[src/rtl/usb_rx_packet_check.sv]
// USB receive packet stage: PID decode/check, packet classification, CRC16 check
// and CRC stripping for data packets, per-packet status strobe.
module usb_rx_packet_check #(
  parameter int MAX_PAYLOAD = 1024,
  parameter int CNT_W       = 11
) (
  input  logic             clk_i,
  input  logic             rst_i,
  input  logic [7:0]       rx_data_i,
  input  logic             rx_valid_i,
  input  logic             rx_sop_i,
  input  logic             rx_eop_i,
  input  logic             rx_err_i,
  output logic [3:0]       pid_o,
  output logic             pid_valid_o,
  output logic [7:0]       out_data_o,
  output logic             out_valid_o,
  output logic [CNT_W-1:0] byte_count_o,
  output logic             pkt_done_o,
  output logic             pkt_ok_o,
  output logic             pid_err_o,
  output logic             crc_err_o,
  output logic             len_err_o,
  output logic             phy_err_o
);

  localparam logic [2:0] S_IDLE  = 3'd0;
  localparam logic [2:0] S_TOKEN = 3'd1;
  localparam logic [2:0] S_DATA  = 3'd2;
  localparam logic [2:0] S_HSHK  = 3'd3;
  localparam logic [2:0] S_DRAIN = 3'd4;

  // flag vector bit positions: {pid, crc, len, phy}
  localparam int F_PID = 3;
  localparam int F_CRC = 2;
  localparam int F_LEN = 1;
  localparam int F_PHY = 0;

  localparam logic [CNT_W-1:0] MAX_CNT = CNT_W'(MAX_PAYLOAD);

  logic [2:0]       state_q, state_d;
  logic [3:0]       pid_q, pid_d;
  logic             pid_valid_q, pid_valid_d;
  logic [7:0]       out_data_q, out_data_d;
  logic             out_valid_q, out_valid_d;
  logic [CNT_W-1:0] bcnt_q, bcnt_d;
  logic             done_q, done_d;
  logic             ok_q, ok_d;
  logic [3:0]       rep_q, rep_d;
  logic [3:0]       wrk_q, wrk_d;
  logic [15:0]      crc_q, crc_d;
  logic [7:0]       d0_q, d0_d;
  logic [7:0]       d1_q, d1_d;
  logic [1:0]       fill_q, fill_d;
  logic [1:0]       cnt_q, cnt_d;
  logic             finish;
  logic             start;

  // Reflected CRC16 (poly 0x8005 -> 0xA001), one byte, LSB first.
  function automatic logic [15:0] crc16_byte(input logic [15:0] c, input logic [7:0] b);
    logic [15:0] r;
    r = c ^ {8'h00, b};
    for (int i = 0; i < 8; i++)
      r = r[0] ? ((r >> 1) ^ 16'hA001) : (r >> 1);
    return r;
  endfunction

  always_comb begin
    state_d     = state_q;
    pid_d       = pid_q;
    pid_valid_d = 1'b0;
    out_data_d  = out_data_q;
    out_valid_d = 1'b0;
    bcnt_d      = bcnt_q;
    done_d      = 1'b0;
    ok_d        = ok_q;
    rep_d       = rep_q;
    wrk_d       = wrk_q;
    crc_d       = crc_q;
    d0_d        = d0_q;
    d1_d        = d1_q;
    fill_d      = fill_q;
    cnt_d       = cnt_q;
    finish      = 1'b0;
    start       = rx_valid_i & rx_sop_i;

    if (state_q != S_IDLE) begin
      if (rx_err_i) begin
        wrk_d[F_PHY] = 1'b1;
        finish       = 1'b1;
        start        = 1'b0;
      end else if (start) begin
        wrk_d[F_PHY] = 1'b1;
        finish       = 1'b1;
      end else begin
        case (state_q)
          S_TOKEN, S_HSHK: begin
            if (rx_valid_i && cnt_q != 2'd3) cnt_d = cnt_q + 2'd1;
            if (rx_eop_i) begin
              if ((state_q == S_TOKEN) ? (cnt_d != 2'd2) : (cnt_d != 2'd0))
                wrk_d[F_LEN] = 1'b1;
              finish = 1'b1;
            end
          end
          S_DATA: begin
            // byte leaving d1 is payload; the last two bytes stay behind as CRC
            if (rx_valid_i) begin
              if (fill_q == 2'd2) begin
                crc_d = crc16_byte(crc_q, d1_q);
                if (bcnt_q == MAX_CNT) begin
                  wrk_d[F_LEN] = 1'b1;
                end else begin
                  out_data_d  = d1_q;
                  out_valid_d = 1'b1;
                  bcnt_d      = bcnt_q + CNT_W'(1);
                end
              end else begin
                fill_d = fill_q + 2'd1;
              end
              d1_d = d0_q;
              d0_d = rx_data_i;
            end
            if (rx_eop_i) begin
              if (fill_d != 2'd2)
                wrk_d[F_LEN] = 1'b1;
              else if ({d0_d, d1_d} != ~crc_d)
                wrk_d[F_CRC] = 1'b1;
              finish = 1'b1;
            end
          end
          default: begin
            if (rx_eop_i) finish = 1'b1;
          end
        endcase
      end
    end

    if (finish) begin
      done_d  = 1'b1;
      rep_d   = wrk_d;
      ok_d    = ~|wrk_d;
      state_d = S_IDLE;
    end

    // a terminated packet still reports its flags this cycle; clear them otherwise
    if (start) begin
      wrk_d  = '0;
      bcnt_d = '0;
      crc_d  = 16'hFFFF;
      fill_d = 2'd0;
      cnt_d  = 2'd0;
      if (!finish) rep_d = '0;
      if (rx_data_i[3:0] != ~rx_data_i[7:4]) begin
        wrk_d[F_PID] = 1'b1;
        state_d      = S_DRAIN;
      end else begin
        pid_d       = rx_data_i[3:0];
        pid_valid_d = 1'b1;
        case (rx_data_i[1:0])
          2'b01:   state_d = S_TOKEN;
          2'b11:   state_d = S_DATA;
          default: state_d = S_HSHK;
        endcase
      end
    end
  end

  always_ff @(posedge clk_i) begin
    if (rst_i) begin
      state_q     <= S_IDLE;
      pid_q       <= 4'h0;
      pid_valid_q <= 1'b0;
      out_data_q  <= 8'h00;
      out_valid_q <= 1'b0;
      bcnt_q      <= '0;
      done_q      <= 1'b0;
      ok_q        <= 1'b0;
      rep_q       <= 4'h0;
      wrk_q       <= 4'h0;
      crc_q       <= 16'hFFFF;
      d0_q        <= 8'h00;
      d1_q        <= 8'h00;
      fill_q      <= 2'd0;
      cnt_q       <= 2'd0;
    end else begin
      state_q     <= state_d;
      pid_q       <= pid_d;
      pid_valid_q <= pid_valid_d;
      out_data_q  <= out_data_d;
      out_valid_q <= out_valid_d;
      bcnt_q      <= bcnt_d;
      done_q      <= done_d;
      ok_q        <= ok_d;
      rep_q       <= rep_d;
      wrk_q       <= wrk_d;
      crc_q       <= crc_d;
      d0_q        <= d0_d;
      d1_q        <= d1_d;
      fill_q      <= fill_d;
      cnt_q       <= cnt_d;
    end
  end

  assign pid_o        = pid_q;
  assign pid_valid_o  = pid_valid_q;
  assign out_data_o   = out_data_q;
  assign out_valid_o  = out_valid_q;
  assign byte_count_o = bcnt_q;
  assign pkt_done_o   = done_q;
  assign pkt_ok_o     = ok_q;
  assign pid_err_o    = rep_q[F_PID];
  assign crc_err_o    = rep_q[F_CRC];
  assign len_err_o    = rep_q[F_LEN];
  assign phy_err_o    = rep_q[F_PHY];

endmodule

[config.mk]
export PLATFORM = sky130hd
export DESIGN_NAME = usb_rx_packet_check
export DESIGN_NICKNAME = d
export VERILOG_FILES = /design/src/rtl/usb_rx_packet_check.sv
export SDC_FILE = /design/constraint.sdc
export NUM_CORES = 1
export LEC_CHECK = 0
export CAP_MARGIN = 20
export CORE_UTILIZATION = 35
export CTS_BUF_LIST = sky130_fd_sc_hd__clkbuf_4 sky130_fd_sc_hd__clkbuf_8 sky130_fd_sc_hd__clkbuf_16
export CTS_CLUSTER_DIAMETER = 60
export DETAILED_ROUTE_END_ITERATION = 12
export GPL_ROUTABILITY_DRIVEN = 0
export SYNTH_ARGS = -nofsm -noshare
export SYNTH_HDL_FRONTEND = slang
export SYNTH_SLANG_ARGS = --single-unit
[constraint.sdc]
create_clock -name clk_i -period 4.2 [get_ports clk_i]
set_clock_uncertainty 0.05 [all_clocks]
set_input_delay 0.84 -clock clk_i [delete_from_list [all_inputs] [get_ports clk_i]]
set_output_delay 0.84 -clock clk_i [all_outputs]
set_load 0.05 [all_outputs]
==> impl_metrics.json, run 1 <==
{
  "hold_viol": 0,
  "ys_types": 58,
  "reg2reg_setup_slack_ns": 1.16,
  "cts_resized": 0,
  "die_area_mm2": 0.01194,
  "routed-via-count": 3500,
  "ant_nets": 0,
  "outcome": "finished clean",
  "grt_pass1_wl_um": 16790,
  "place_ws_ns": 0.8276,
  "start_kind": "input port",
  "cts_buffers": 9,
  "first_global_vias": 3235,
  "drive_gt1_frac": 0.06863,
  "wl_um": 10540,
  "avgViaCountPerCell": 5.385,
  "track_usage": 0.1848,
  "grt_start_max_net_pins": 28,
  "clk_pin_slew_ns": 0.06,
  "max-cap-violations": 0,
  "rows": 38,
  "synth_seq_cells": 74,
  "core_mm2": 0.01103,
  "endpoint_kind": "flip-flop",
  "setup_tns_ns": 0,
  "hp-start": "fill_q[0]",
  "top_level_ports": 45,
  "clk_root_buffer_cell": "clkbuf_16",
  "holdBufCountCts": 0,
  "die_w_um": 109.3,
  "whs_ns": 0.4288,
  "setup_viol": 0,
  "vdd_ir_drop_max_mv": 0.2291,
  "worst_slack_ns": 1.143,
  "syn-cell-area_mm2": 0.004029,
  "cts_tree": "done",
  "cts-htree-levels": 3,
  "period_share": 0.7279,
  "drtPass1Iterations": 5,
  "rsz0062_at_grt": "false",
  "hold_end": "fill_q[0]",
  "area_growth_pct": 20.53,
  "reg2reg_depth": 10,
  "worstMarginPinSlew_ns": 0.7563,
  "cp_max_fo": 8,
  "start_util": 0.3652,
  "synth-edff-count": 0,
  "synth_nets": 491,
  "ys_async_sr_fraction": 0,
  "design_power_total_w": 0.001521,
  "relSlewSlack": 0.4922,
  "hold_path_class": "reg -> reg",
  "cts.path.max_buffers": 2,
  "synthFlopType": "dfxtp_1",
  "drv_slew": 0,
  "fmaxAchievable_ghz": 0.3271,
  "grt.overflow.total": 0,
  "hpwl_um": 7719,
  "p_leak_nw": 1.901,
  "r2r-end": "rep_q[2]",
  "final_nets": 524,
  "crit_type": "in -> reg",
  "cts_setup_buffers": 0,
  "diodes": 0,
  "synthCells": 472,
  "synth-seq-area-share": 0.3677,
  "r2r-start": "fill_q[0]",
  "clock_sinks": 74,
  "drt_iter0_drc": 289,
  "postSynthAreaPerCell_um2": 8.536,
  "critPathArrivalTime_ns": 3.20,
  "worstPathRequired_ns": 4.34,
  "yosysWarnings": 0,
  "wire_per_inst_um": 16.21,
  "drc": 0,
  "power_density_mw_per_mm2": 313.3,
  "holdPathStages": 2,
  "clock_latency_ns": 0.33,
  "n_fill_cell": 1112,
  "antenna_found_initial": 0,
  "io_buffers": 44,
  "die_h_um": 109.3,
  "fin_crit_ns": 3.057
}
[logic make-up (layout without fill, tap and decap cells)]
logic type,count (synthesis),count (layout),share of synthesized area
buffers and inverters,50,88,0.04782
adders and majority gates,5,5,0.01553
DFF,74,74,0.3677
AOI/OAI and AO/OA,82,82,0.1398
muxes,27,27,0.06739
and+or+nand+nor,180,180,0.2115
xor gates and xnor gates,54,54,0.1503
[state kept, by name, summed over array words and instances, names as in the netlist]
register / cells
d1_q: 8
fill_q: 2
out_data_o: 8
pkt_done_o: 1
state_q: 3
crc_q: 16
rep_q: 4
out_valid_o: 1
pkt_ok_o: 1
wrk_q: 4
pid_o: 4
pid_valid_o: 1
cnt_q: 2
byte_count_o: 11
d0_q: 8
[metrics by stage]
step	area (um^2)	std cells	util
2_1_floorplan	4029	472	-
3_3_place_gp	4579	634	0.4152
3_5_place_dp	4579	634	0.4152
4_1_cts	4856	650	0.4402
5_1_grt	4856	650	0.4402
6_report	4856	650	0.4402
[synthesized netlist by cell type (all sizes together) (3+ instances only)]
cell type  number  area [um^2]
nand4           4        25.02
xnor3           6        136.4
nand3b          4        30.03
nor3            8        40.04
nor2           52        195.2
clkbuf         22        83.83
a22oi           5        37.54
o31ai           3        22.52
a21oi          26        130.1
xor2           21        183.9
o221ai          9        78.83
o21ai           7        35.03
o211ai         12        90.09
mux2i          26        260.3
dfxtp          74         1481
ha              5        62.56
o22ai           4        25.02
xnor2          27        285.3
buf             6        26.27
nand3          30        150.1
inv            22        82.58
and4            4        35.03
nand4b          3        26.28
and2            3        18.77
nand2          53        198.9
nor2b           4        25.02
[worst max path at each step]
stage / from / to / slack, ns / depth (start not counted)
after CTS: rx_data_i[6] / rep_q[2] / 1.17 / 8
after detailed placement: rx_data_i[6] / rep_q[2] / 0.83 / 8
after global routing: fill_q[0] / rep_q[2] / 0.97 / 10
after floorplan: rx_valid_i / rep_q[2] / 1.51 / 10
after global placement: rx_data_i[6] / rep_q[2] / 0.90 / 8
final: rx_data_i[6] / rep_q[2] / 1.14 / 8
[cells in the final DEF, fill, tap and decap left out, types with 3 or more instances in the layout]
cell,instances
dfxtp_1,74
nand2_1,53
nor2_1,52
clkdlybuf4s50_1,43
nand3_1,30
a21oi_1,26
mux2i_1,26
inv_1,22
xnor2_1,22
xor2_1,21
o211ai_1,12
o221ai_1,9
clkbuf_16,9
nor3_1,8
buf_4,6
xnor3_1,5
a22oi_1,5
o21ai_0,5
ha_1,5
nor2b_1,4
and4_1,4
nand4_1,4
nand3b_1,4
xnor2_2,4
o22ai_1,4
nand4b_1,3
o31ai_1,3
[report_power, final]
part | leakage (nW) | switching, W | internal (W) | total, W
Combinational | 1.17 | 0.0000663 | 0.0000390 | 0.000105
Sequential | 0.597 | 0.00000341 | 0.000706 | 0.000709
Clock | 0.132 | 0.000304 | 0.000402 | 0.000707
[routing by layer]
layer,part of all wire,GRT usage,routed length [um],up-vias
met2,0.48,0.3046,5027,106
met4,0.021,0.06476,223,0
met1,0.45,0.2343,4768,1660
met3,0.049,0.04564,515,16
met5,0,0,0,-
li1,-,-,-,1718
[worst max-delay path, cell delays in order]
cell	delay (ns)
clkdlybuf4s50_1	0.52
mux2i_1	0.52
or4b_2	0.63
a41o_2	0.23
nand3_1	0.07
or2_0	0.13
and3b_1	0.19
o41ai_1	0.07
[layout make-up]
type / count / area (um^2) / area share
Clock inverter: 7 / 51.30 / 0.01056
Multi-Input combinational cell: 348 / 2360 / 0.4860
Sequential cell: 74 / 1481 / 0.3051
Clock buffer: 9 / 225.2 / 0.04638
Timing Repair Buffer: 50 / 480.5 / 0.09894
Inverter: 22 / 82.58 / 0.01701
Tap cell: 140 / 175.2 / 0.03607
Power figures use the tool's default switching activity.
==> run 2: changes to the inputs <==
==> constraint.sdc (replaced) <==
create_clock -name clk_i -period 2.75 [get_ports clk_i]
set_clock_uncertainty 0.05 [all_clocks]
set_input_delay 0.55 -clock clk_i [delete_from_list [all_inputs] [get_ports clk_i]]
set_output_delay 0.55 -clock clk_i [all_outputs]
set_load 0.05 [all_outputs]
==> impl_metrics.json, run 2 (synthesis results as in run 1) <==
{
  "outcome": "finished clean",
  "largest_register_ffs": 16,
  "placed_area_mm2": 0.004832,
  "cts.path.max_buffers": 2,
  "power.share.clock": 0.496,
  "drc": 0,
  "grt_pass1_wl_um": 17610,
  "first_global_vias": 3471,
  "rows": 38,
  "holdBufCountCts": 0,
  "swShare": 0.2258,
  "worstMarginPinSlew_ns": 0.7134,
  "clock_latency_ns": 0.33,
  "p_sw_w": 0.0005668,
  "core_mm2": 0.01103,
  "period_share": 0.9366,
  "drt_iter0_drc": 257,
  "comb_power_share": 0.073,
  "hold_path_class": "reg -> reg",
  "rsz0062_at_grt": "false",
  "design_power_total_w": 0.002511,
  "die_area_mm2": 0.01194,
  "wl_um": 11080,
  "cts_tree": "done",
  "grt.overflow.total": 0,
  "ant_nets": 0,
  "io_buffers": 44,
  "cts-htree-levels": 3,
  "power_density_mw_per_mm2": 486.0,
  "hold_viol": 0,
  "internal_power_w": 0.001944,
  "final_cell_mix": "dfxtp_1, nand2_1, nor2_1",
  "cp_max_fo": 4,
  "die_h_um": 109.3,
  "drtPass1Iterations": 5,
  "final_nets": 556,
  "max-cap-violations": 0,
  "vdd_ir_drop_max_mv": 0.3995,
  "avgViaCountPerCell": 5.302,
  "die_w_um": 109.3,
  "place_ws_ns": -0.009170,
  "p_leak_nw": 2.096,
  "drive_gt1_frac": 0.1273,
  "mostFrequentLayoutCell": "dfxtp_1",
  "top_register": "crc_q",
  "fmaxAchievable_ghz": 0.3883,
  "worst_slack_ns": 0.1744,
  "setup_viol": 0,
  "diodes": 0,
  "endpoint_kind": "flip-flop",
  "routed-via-count": 3616,
  "antenna_found_initial": 0,
  "track_usage": 0.1960,
  "cts_buffers": 9,
  "top_level_ports": 45,
  "area_growth_pct": 28.23,
  "drv_slew": 0,
  "clk_pin_slew_ns": 0.06,
  "fin_area_mm2": 0.005166,
  "start_kind": "flip-flop",
  "hpwl_um": 8273,
  "wire_per_inst_um": 16.24,
  "fin_crit_ns": 2.576,
  "worstPathRequired_ns": 2.97,
  "reg2reg_depth": 8,
  "seqPwrFrac": 0.432,
  "relSlewSlack": 0.5210,
  "critPathArrivalTime_ns": 2.79,
  "crit_type": "reg -> reg",
  "clock_sinks": 74,
  "clk_root_buffer_cell": "clkbuf_16",
  "grt_start_max_net_pins": 29,
  "holdPathStages": 2,
  "cts_setup_buffers": 0,
  "start_util": 0.3652,
  "setup_tns_ns": 0
}
==> run 2: cell types whose count changed in the layout (fill, tap and decap cells not counted), moves of 2 or more <==
cell	previous run	this run
buf_4	6	37
clkinv_2	2	0
clkbuf_8	0	3
inv_6	2	0
==> run 2: worst paths after layout <==
check / from / to / slack [ns]
setup / recovery: d1_q[2] / pkt_ok_o / 0.17
setup reg to reg: d1_q[2] / pkt_ok_o / 0.17
hold / removal: wrk_q[0] / wrk_q[0] / 0.43
hold reg to reg: wrk_q[0] / wrk_q[0] / 0.43
==> run 2: final cells by class <==
| class | instances | area (um^2) |
|---|---|---|
| Inverter | 22 | 82.58 |
| Clock inverter | 3 | 46.29 |
| Fill cell | 1075 | 5864 |
| Tap cell | 140 | 175.2 |
| Multi-Input combinational cell | 348 | 2374 |
| Clock buffer | 13 | 274.0 |
| Timing Repair Buffer | 82 | 733.2 |
| Sequential cell | 74 | 1481 |
==> run 2: power groups by stage <==
stage	clock network, W	registers, W	logic (W)
floorplan	0	0.00111	0.0000918
global route	0.00131	0.00108	0.000198
detailed placement	0	0.00111	0.000181
global placement	0	0.00111	0.000180
finish	0.00124	0.00108	0.000183
CTS	0.00126	0.00108	0.000182
==> run 2: metrics by stage <==
step / hold WS [ns] / util / instances
after CTS: 0.4310 / 0.4671 / 682
final: 0.4289 / 0.4684 / 682
after detailed placement: 0.4180 / 0.4381 / 666
after global routing: 0.4569 / 0.4684 / 682
after floorplan: 0.3892 / - / 472
after global placement: 0.4098 / 0.4381 / 666
==> run 2: repair_timing <==
item,in CTS,in global routing
endpoints found under the setup margin,0,3
endpoints found under the hold margin,0,0
resized for setup,0,2
==> run 2: worst max-delay path, cell delays in order (launching register included) <==
cell,delay [ns]
dfxtp_1,0.34
xnor2_1,0.39
xnor2_1,0.23
xnor3_2,0.47
xnor3_1,0.39
a221oi_2,0.22
and4_1,0.21
a21oi_1,0.09
o21ai_1,0.13
==> run 2: layer usage <==
layer	vias up	wire [um]	GRT usage	share of wire
met5	-	0	0	0
met4	0	206	0.07524	0.019
met3	12	367	0.03438	0.033
met2	76	5274	0.3284	0.48
met1	1744	5227	0.2506	0.47
li1	1784	-	-	-
==> run 3: changes to the inputs <==
--- a/config.mk
+++ b/config.mk
@@ -6,11 +6,12 @@
 export NUM_CORES = 1
 export LEC_CHECK = 0
 export CAP_MARGIN = 20
-export CORE_UTILIZATION = 35
+export CORE_UTILIZATION = 51
 export CTS_BUF_LIST = sky130_fd_sc_hd__clkbuf_4 sky130_fd_sc_hd__clkbuf_8 sky130_fd_sc_hd__clkbuf_16
 export CTS_CLUSTER_DIAMETER = 60
 export DETAILED_ROUTE_END_ITERATION = 12
 export GPL_ROUTABILITY_DRIVEN = 0
+export PLACE_DENSITY = 0.76
 export SYNTH_ARGS = -nofsm -noshare
 export SYNTH_HDL_FRONTEND = slang
 export SYNTH_SLANG_ARGS = --single-unit
==> impl_metrics.json, run 3 (synthesis results as in run 1) <==
{
  "top_level_ports": 45,
  "crit_type": "reg -> reg",
  "clk_root_buffer_cell": "clkbuf_8",
  "worstPathRequired_ns": 2.99,
  "cp_common_cell": "xnor2_2",
  "grt_busiest_layer": "met2",
  "top_register": "crc_q",
  "mostFrequentLayoutCell": "dfxtp_1",
  "grt.overflow.total": 0,
  "endpoint_kind": "flip-flop",
  "cp-endpoint": "pkt_ok_o",
  "whs_ns": 0.4410,
  "crit_cells": 8,
  "io_buffers": 44,
  "reg2reg_depth": 8,
  "fin_crit_ns": 2.580,
  "relSlewSlack": 0.4670,
  "cts-htree-levels": 3,
  "setup_tns_ns": 0,
  "start_kind": "flip-flop",
  "clk_pin_slew_ns": 0.08,
  "die_w_um": 90.88,
  "hold_path_class": "reg -> reg",
  "worstMarginPinSlew_ns": 0.7937,
  "drc": 0,
  "max_stage_delay_ns": 0.51,
  "first_global_vias": 3682,
  "final_cell_mix": "dfxtp_1, nand2_1, nor2_1, buf_4, clkdlybuf4s50_1",
  "critical-path-slowest-cell": "xnor3_2",
  "clock_latency_ns": 0.35,
  "ant_nets": 0,
  "design_power_total_w": 0.002223,
  "cts_buffers": 9,
  "max-cap-violations": 0,
  "r2r-end": "pkt_ok_o",
  "setup_viol": 0,
  "global_route.usage.met3": 0.05135,
  "grt_start_max_net_pins": 28,
  "power_density_mw_per_mm2": 433.1,
  "area_growth_pct": 27.39,
  "routed-via-count": 3800,
  "final_nets": 571,
  "cp_max_fo": 4,
  "rsz0062_at_grt": "false",
  "reg2reg_setup_slack_ns": 0.17,
  "drt_iter0_drc": 314,
  "vdd_ir_drop_max_mv": 0.2578,
  "cts_tree": "done",
  "r2r-start": "d1_q[5]",
  "cp_cell_sequence": "xnor2_2, xnor2_2, xnor3_2, xnor3_1, a221oi_2, and4_1, a21oi_1, o21ai_1",
  "crit_start": "d1_q[5]",
  "track_usage": 0.2729,
  "clock_sinks": 74,
  "largest_register_ffs": 16,
  "core_mm2": 0.007687,
  "wl_um": 10970,
  "start_util": 0.5241,
  "path_buf_inv": 0,
  "period_share": 0.9383,
  "die_area_mm2": 0.008259,
  "critPathArrivalTime_ns": 2.82,
  "fmaxAchievable_ghz": 0.3876,
  "drive_gt1_frac": 0.1475,
  "drv_slew": 0,
  "die_h_um": 90.88,
  "dp_cells": 641,
  "grt_pass1_wl_um": 17860,
  "outcome": "finished clean",
  "cts.path.max_buffers": 2,
  "diodes": 0,
  "use_met1": 0.3346,
  "rows": 32,
  "drtPass1Iterations": 5,
  "fin_cells": 658,
  "hold_viol": 0,
  "p_leak_nw": 2.118,
  "grtUsageMet2": 0.4665,
  "antenna_found_initial": 0,
  "wire_per_inst_um": 16.67,
  "cp_top_family": "XOR/XNOR gates",
  "hpwl_um": 7973,
  "avgViaCountPerCell": 5.775
}
-- run 3: cell count changes in the layout (fill, tap and decap cells not counted), sizes merged --
cell,previous run,this run
clkinv,1,2
dlymetal6s2s,0,1
bufinv,1,2
buf,39,53
clkbuf,13,9
inv,22,23
-- run 3: worst min path at each step --
stage	from	endpoint	slack, ns	depth (start not counted)
floorplan	wrk_q[0]	wrk_q[0]	0.39	2
CTS	fill_q[1]	fill_q[1]	0.44	2
finish	fill_q[1]	fill_q[1]	0.44	2
global route	pkt_ok_o	pkt_ok_o	0.47	2
detailed placement	fill_q[1]	fill_q[1]	0.42	2
global placement	wrk_q[0]	wrk_q[0]	0.41	2
-- run 3: timing repair --
action                                  in CTS  in global routing
endpoints found under the setup margin       0                  2
gates resized for setup                      0                  3
hold endpoints to repair                     0                  0
setup buffers                                0                  2
hold buffers                                 0                  0
-- run 3: power by group --
group          switching (W)  total [W]  internal (W)  leakage [nW]
registers         0.00000524    0.00108       0.00108         0.597
clock network       0.000432   0.000941      0.000509         0.106
logic               0.000113   0.000200     0.0000869          1.42
-- run 3: layer usage --
metal / routed length, um / vias to the layer above
li1: - / 1807
met1: 4776 / 1827
met2: 5266 / 137
met3: 598 / 29
met4: 329 / 0
met5: 0 / -
-- run 3: worst reg2reg max path: stages, from the launching register on --
cell      delay, ns
dfxtp_1        0.38
xnor2_2        0.31
xnor2_2        0.19
xnor3_2        0.51
xnor3_1        0.40
a221oi_2       0.24
and4_1         0.24
a21oi_1        0.08
o21ai_1        0.13
-- run 3: layout make-up --
type	count	area, um^2
timing repair buffer	97	853.3
clock buffer	9	123.9
fill	642	2555
multi-input combinational	348	2374
sequential	74	1481
tap	102	127.6
inverter	22	82.58
clock inverter	6	90.09
-- run 3: per-stage QoR --
stage	cell area, um^2	setup WS (ns)	utilization
6_report	5132	0.1698	0.6676
2_1_floorplan	4029	0.3515	-
3_5_place_dp	4887	-0.2564	0.6357
5_1_grt	5132	0.02740	0.6676
4_1_cts	5101	0.1077	0.6636
3_3_place_gp	4887	-0.1765	0.6357
